--- config.mk ---
export PLATFORM = sky130hd
export DESIGN_NAME = roi_frame_packer
export DESIGN_NICKNAME = d
export VERILOG_FILES = /design/src/rtl/roi_frame_packer.sv
export SDC_FILE = /design/constraint.sdc
export NUM_CORES = 1
export LEC_CHECK = 0
export ABC_AREA = 1
export CORE_MARGIN = 4
export CORE_UTILIZATION = 46
export DETAILED_ROUTE_END_ITERATION = 8
export GPL_TIMING_DRIVEN = 0
export PLACE_DENSITY = 0.76
export SLEW_MARGIN = 20
export SYNTH_ARGS = -nofsm -noshare
export SYNTH_HDL_FRONTEND = slang
export SYNTH_SLANG_ARGS = --single-unit
--- constraint.sdc ---
create_clock -name CLK -period 13.5 [get_ports CLK]
set_input_delay 1.35 -clock CLK [delete_from_list [all_inputs] [get_ports CLK]]
set_output_delay 1.35 -clock CLK [all_outputs]
set_load 0.02 [all_outputs]
--- src/rtl/roi_frame_packer.sv ---
// ROI frame packer: walks the active row/pair window of the row buffers and streams
// framed 32-bit words (event header, per-row header/data/trailer, event footer) to the FIFO.
module roi_frame_packer #(
    parameter int          N_CH    = 16,
    parameter int          N_ROW   = 48,
    parameter int          ROW_W   = 6,
    parameter int          COL_W   = 4,
    parameter int          RD_LAT  = 1,
    parameter logic [31:0] EVT_HDR = 32'hAAAAAAAA,
    parameter logic [31:0] EVT_FTR = 32'hF0F0F0F0
) (
    input  logic                 CLK,
    input  logic                 RST,
    input  logic [ROW_W-1:0]     ROW_START,
    input  logic [ROW_W-1:0]     ROW_END,
    input  logic [COL_W-1:0]     COL_START,
    input  logic [COL_W-1:0]     COL_END,
    input  logic                 SET_PARAM,
    input  logic                 FRAME_START,
    output logic [ROW_W-1:0]     MEM_ADDR_OUT,
    input  logic [16*N_CH-1:0]   MEM_DATA,
    input  logic [15:0]          ROW_HDR,
    input  logic [15:0]          ROW_FTR,
    input  logic                 FIFO_FULL,
    output logic [31:0]          DATA_OUT,
    output logic                 FIFO_WR_EN,
    output logic                 FRAME_END_FLAG,
    output logic                 BUSY,
    output logic [15:0]          EVENT_NUMBER,
    output logic [15:0]          DROP_CNT
);

    localparam int               NP      = N_CH / 2;
    localparam logic [ROW_W-1:0] ROW_MAX = ROW_W'(N_ROW - 1);
    localparam logic [COL_W-1:0] COL_MAX = COL_W'(NP - 1);
    localparam logic [1:0]       LAT     = 2'(RD_LAT);

    typedef enum logic [2:0] {IDLE, EVH, RADDR, RWAIT, RHDR, DATA, RTRL, EVF} state_t;

    function automatic logic [15:0] sat_inc(input logic [15:0] v);
        return (v == 16'hFFFF) ? v : v + 16'd1;
    endfunction

    state_t               state;
    logic [ROW_W-1:0]     row;
    logic [COL_W-1:0]     col;
    logic [1:0]           wait_cnt;
    logic [ROW_W-1:0]     pend_row_sta, pend_row_end, act_row_sta, act_row_end;
    logic [COL_W-1:0]     pend_col_sta, pend_col_end, act_col_sta, act_col_end;
    logic [16*N_CH-1:0]   row_data;
    logic [15:0]          hdr_q, ftr_q;
    logic [31:0]          pair_word;
    logic                 param_ok;
    logic                 tag_ok;

    assign MEM_ADDR_OUT = row;
    assign tag_ok       = (hdr_q[11:10] == 2'b10);
    assign param_ok     = (ROW_START <= ROW_END) && (COL_START <= COL_END) &&
                          (ROW_END <= ROW_MAX) && (COL_END <= COL_MAX);

    always_comb begin
        pair_word = '0;
        for (int p = 0; p < NP; p++) begin
            if (col == COL_W'(p)) pair_word = row_data[32*p +: 32];
        end
    end

    // Row buffer capture: data, header and footer land together RD_LAT cycles after RADDR
    always_ff @(posedge CLK) begin
        if (state == RWAIT && wait_cnt == LAT) begin
            row_data <= MEM_DATA;
            hdr_q    <= ROW_HDR;
            ftr_q    <= ROW_FTR;
        end
    end

    always_ff @(posedge CLK or posedge RST) begin
        if (RST) begin
            state          <= IDLE;
            row            <= '0;
            col            <= '0;
            wait_cnt       <= '0;
            pend_row_sta   <= '0;
            pend_row_end   <= ROW_MAX;
            pend_col_sta   <= '0;
            pend_col_end   <= COL_MAX;
            act_row_sta    <= '0;
            act_row_end    <= ROW_MAX;
            act_col_sta    <= '0;
            act_col_end    <= COL_MAX;
            DATA_OUT       <= '0;
            FIFO_WR_EN     <= 1'b0;
            FRAME_END_FLAG <= 1'b0;
            BUSY           <= 1'b0;
            EVENT_NUMBER   <= '0;
            DROP_CNT       <= '0;
        end else begin
            FIFO_WR_EN     <= 1'b0;
            FRAME_END_FLAG <= 1'b0;
            if (SET_PARAM && param_ok) begin
                pend_row_sta <= ROW_START;
                pend_row_end <= ROW_END;
                pend_col_sta <= COL_START;
                pend_col_end <= COL_END;
            end
            if (FRAME_START && BUSY) DROP_CNT <= sat_inc(DROP_CNT);

            // Word-emitting states only advance while the FIFO has room
            case (state)
                IDLE: begin
                    if (FRAME_START) begin
                        EVENT_NUMBER <= EVENT_NUMBER + 16'd1;
                        act_row_sta  <= pend_row_sta;
                        act_row_end  <= pend_row_end;
                        act_col_sta  <= pend_col_sta;
                        act_col_end  <= pend_col_end;
                        row          <= pend_row_sta;
                        BUSY         <= 1'b1;
                        state        <= EVH;
                    end
                end
                EVH: begin
                    if (!FIFO_FULL) begin
                        FIFO_WR_EN <= 1'b1;
                        DATA_OUT   <= EVT_HDR;
                        state      <= RADDR;
                    end
                end
                RADDR: begin
                    wait_cnt <= 2'd1;
                    state    <= RWAIT;
                end
                RWAIT: begin
                    if (wait_cnt == LAT) begin
                        col   <= act_col_sta;
                        state <= RHDR;
                    end else begin
                        wait_cnt <= wait_cnt + 2'd1;
                    end
                end
                RHDR: begin
                    if (!FIFO_FULL) begin
                        if (tag_ok) begin
                            FIFO_WR_EN <= 1'b1;
                            DATA_OUT   <= {hdr_q, {(16-ROW_W){1'b0}}, row};
                        end
                        state <= DATA;
                    end
                end
                DATA: begin
                    if (!FIFO_FULL) begin
                        if (tag_ok) begin
                            FIFO_WR_EN <= 1'b1;
                            DATA_OUT   <= pair_word;
                        end
                        if (col == act_col_end) state <= RTRL;
                        else                    col   <= col + 1'b1;
                    end
                end
                RTRL: begin
                    if (!FIFO_FULL) begin
                        if (tag_ok) begin
                            FIFO_WR_EN <= 1'b1;
                            DATA_OUT   <= {ftr_q, EVENT_NUMBER};
                        end
                        if (row == act_row_end) begin
                            state <= EVF;
                        end else begin
                            row   <= row + 1'b1;
                            state <= RADDR;
                        end
                    end
                end
                EVF: begin
                    if (!FIFO_FULL) begin
                        FIFO_WR_EN     <= 1'b1;
                        FRAME_END_FLAG <= 1'b1;
                        DATA_OUT       <= EVT_FTR;
                        BUSY           <= 1'b0;
                        state          <= IDLE;
                    end
                end
                default: state <= IDLE;
            endcase
        end
    end

endmodule

==> flow_summary.yaml <==
outcome:
  status: "completed"
route:
  totalWireLength_um: 52100
  drt_pass1_iterations: 5
  vias: 14100
  drtIter0Drc: 1054
  avgRoutedWirePerCell_um: 19.0
  drcViolationCount: 0
  ant_nets: 0
  vias_per_cell: 5.16
yosys:
  synth_fa_ha_area_share_pct: 1.27
  syn_area_per_cell_um2: 10.2
  synth_edf_count: 288
  synth_simple_gate_area_share_pct: 21.8
  syn_nets: 2065
  synth_compound_area_share_pct: 4.13
  ys_seq_elements: 404
  async_flop_share_pct: 28.7
  synth_top_family_by_area: "simple AND/OR/NAND/NOR gates"
  yosysUniqueCellTypes: 44
  synth.area.mux_share_pct: 0
  synthFlopType: "edfxtp_1"
  ys_seq_area_share_pct: 65.4
  synth_warnings: 0
  syn_area_mm2: 0.0177
  synthXorXnorAreaFrac_pct: 1.63
  syn_inst: 1734
worst_setup_path:
  worstSetupPathType: "reg -> out"
  crit_cells: 1
  crit_buf_inv: 1
  cp_data_required_time_ps: 12150
  reg2regPathDepth: 9
  critPathTopFamily: "buffers and inverters"
  crit_path_start_kind: "flop"
  endpoint_kind: "primary output"
  cp_max_fo: 7
  crit_chain: "clkdlybuf4s50_1"
  critical_path.slowest_cell: "clkdlybuf4s50_1"
  arrival_ps: 1820
  max_stage_delay_ps: 720
cells_and_area:
  nets: 2511
  layout-drive-gt1-share_pct: 8.34
  area_growth_pct: 36.0
  num-fill-cells: 2919
  layout_commonest_cell: "nand2_1"
  fin_cells: 2740
  regArea_mm2: 0.0116
  multiInputGateArea_mm2: 0.00510
  final_core_util_pct: 63.7
  fin_area_mm2: 0.0241
  mostFrequentLayoutCells: "nand2_1, clkdlybuf4s50_1, edfxtp_1, nor2_1, inv_1"
power_and_ir_drop:
  power.density_mw_per_mm2: 189
  p_leak_nw: 9.88
  max-vdd-ir-drop_v: 0.000140
grt:
  antenna_found_initial: 15
  overflow: 0
  grt_pass1_wl_um: 78400
  grt_max_degree: 76
  grt_pass1_vias: 14100
  track_usage_pct: 24.4
timing:
  drv_slew: 0
  worst_pin_slew_ps: 694
  fin_skew_ps: 15.9
  setup-tns-final_ps: 0
  holdWs_ps: 466
  fin_crit_ps: 3170
  rsz0062_at_grt: "no"
  timing.fmax_mhz: 315
  slew_headroom_pct: 53.8
  fin_crit_sh_pct: 23.5
  hold_violations: 0
  setup_viol: 0
clock_tree:
  post_cts_buffers: 0
  post_cts_resized: 0
  cts.path.max_buffers: 3
  postCtsHoldBufs: 0
  cts_tree: "done"
  clk_latency_ps: 560
  root_buffer: "clkbuf_16"
  cts_sinks: 404
  clkTransAtPathRegs_ps: 60
  cts_made_buffers: 45
  htreeDepth: 2
hold_path:
  hp-class: "reg -> reg"
  hold_depth: 2
floorplan:
  fp.dieH_um: 204
  die_w_um: 204
  num_rows: 71
  dieArea_mm2: 0.0416
  core_region_area_mm2: 0.0378
  start_util_pct: 46.8
  io_pins: 386
place:
  gp_congestion: 0.950
  io_buffers: 385
  placed_area_mm2: 0.0225
  post-place-cells: 2644
  dp_hpwl_um: 39700
run:
  drv_cap: 0
==> cells by family (layout without fill, tap and decap cells) <==
kind of cell	after synthesis	count (layout)
AO/OA/AOI/OAI	128	128
flip-flops	404	404
buffers and inverters	244	727
other	0	12
AND/OR/NAND/NOR	907	907
adder cells (fa/ha/maj)	18	18
XOR/XNOR	33	33
==> area by class of cell <==
type / instances / area share [%]
clock inverters: 27 / 1.15
clock buffers: 57 / 5.00
flip-flops and latches: 404 / 48.1
well taps: 511 / 2.66
diodes: 12 / 0.125
repair buffers: 399 / 17.5
multi-input cells: 1086 / 21.2
inverters: 169 / 2.66
plain buffers: 75 / 1.58
==> routing by layer <==
metal	track usage [%]	wire [µm]
met3	5.36	4660
met4	8.71	1660
met2	41.0	25500
met1	31.5	20300
met5	0	41
==> through the flow <==
| step | power, W | setup WS, ps |
|---|---|---|
| after floorplan | 0.00270 | 4790 |
| after global placement | 0.00329 | 1970 |
| after detailed placement | 0.00333 | 9950 |
| after CTS | 0.00457 | 10310 |
| after global routing | 0.00479 | 10280 |
| final | 0.00455 | 10330 |
==> Yosys cell counts, types with 2 or more instances <==
| master | number | area [µm²] |
|---|---|---|
| inv_1 | 158 | 593 |
| nand4_1 | 54 | 338 |
| o21ai_0 | 56 | 280 |
| dfrtp_1 | 100 | 2500 |
| buf_4 | 6 | 45.0 |
| nor2_4 | 2 | 22.5 |
| o211ai_2 | 2 | 25.0 |
| o21ai_1 | 14 | 70.1 |
| dfstp_2 | 16 | 420 |
| nor2_2 | 4 | 25.0 |
| nor2_1 | 212 | 796 |
| clkinv_1 | 2 | 7.51 |
| clkbuf_1 | 18 | 67.6 |
| a21oi_1 | 35 | 175 |
| nand3b_1 | 17 | 128 |
| xor2_1 | 19 | 166 |
| ha_1 | 18 | 225 |
| xnor2_1 | 14 | 123 |
| a32o_1 | 3 | 30.0 |
| o22ai_1 | 5 | 31.3 |
| a22o_1 | 8 | 70.1 |
| inv_2 | 8 | 30.0 |
| nor4_1 | 4 | 25.0 |
| nand3_1 | 117 | 586 |
| edfxtp_1 | 288 | 8650 |
| buf_2 | 47 | 235 |
| nand2_2 | 6 | 37.5 |
| nand2_1 | 478 | 1790 |
| nor3_1 | 7 | 35.0 |
| buf_6 | 2 | 22.5 |
==> sequential cells by signal, indices dropped and copies added, names as in the netlist, 6 cells and up <==
signal        cells
pend_row_sta      6
DROP_CNT         16
hdr_q            16
MEM_ADDR_OUT      6
act_row_end       6
EVENT_NUMBER     16
ftr_q            16
pend_row_end      6
DATA_OUT         32
row_data        256
==> final timing paths <==
path	startpoint	to	slack, ps
max reg2reg	state[0]	row_data[43]	10700
min in group asynchronous	RST	DROP_CNT[2]	1180
min reg2reg	pend_row_end[0]	pend_row_end[0]	470
max in group asynchronous	RST	pend_col_end[0]	11570
min	pend_row_end[0]	pend_row_end[0]	470
max	EVENT_NUMBER[9]	EVENT_NUMBER[9]	10330
==> power by group <==
| part | switching [W] | internal (W) | total [W] |
|---|---|---|---|
| Clock | 0.000501 | 0.000730 | 0.00123 |
| Combinational | 0.000939 | 0.000562 | 0.00150 |
| Sequential | 0.000142 | 0.00167 | 0.00181 |
==> worst register-to-register path, delay by kind of cell (launching register included) <==
kind	cells	cell delay (ps)
buf+inv	7	1460
flops	1	400
simple gates	2	640
Note: power is estimated with default switching activity, not from simulation.
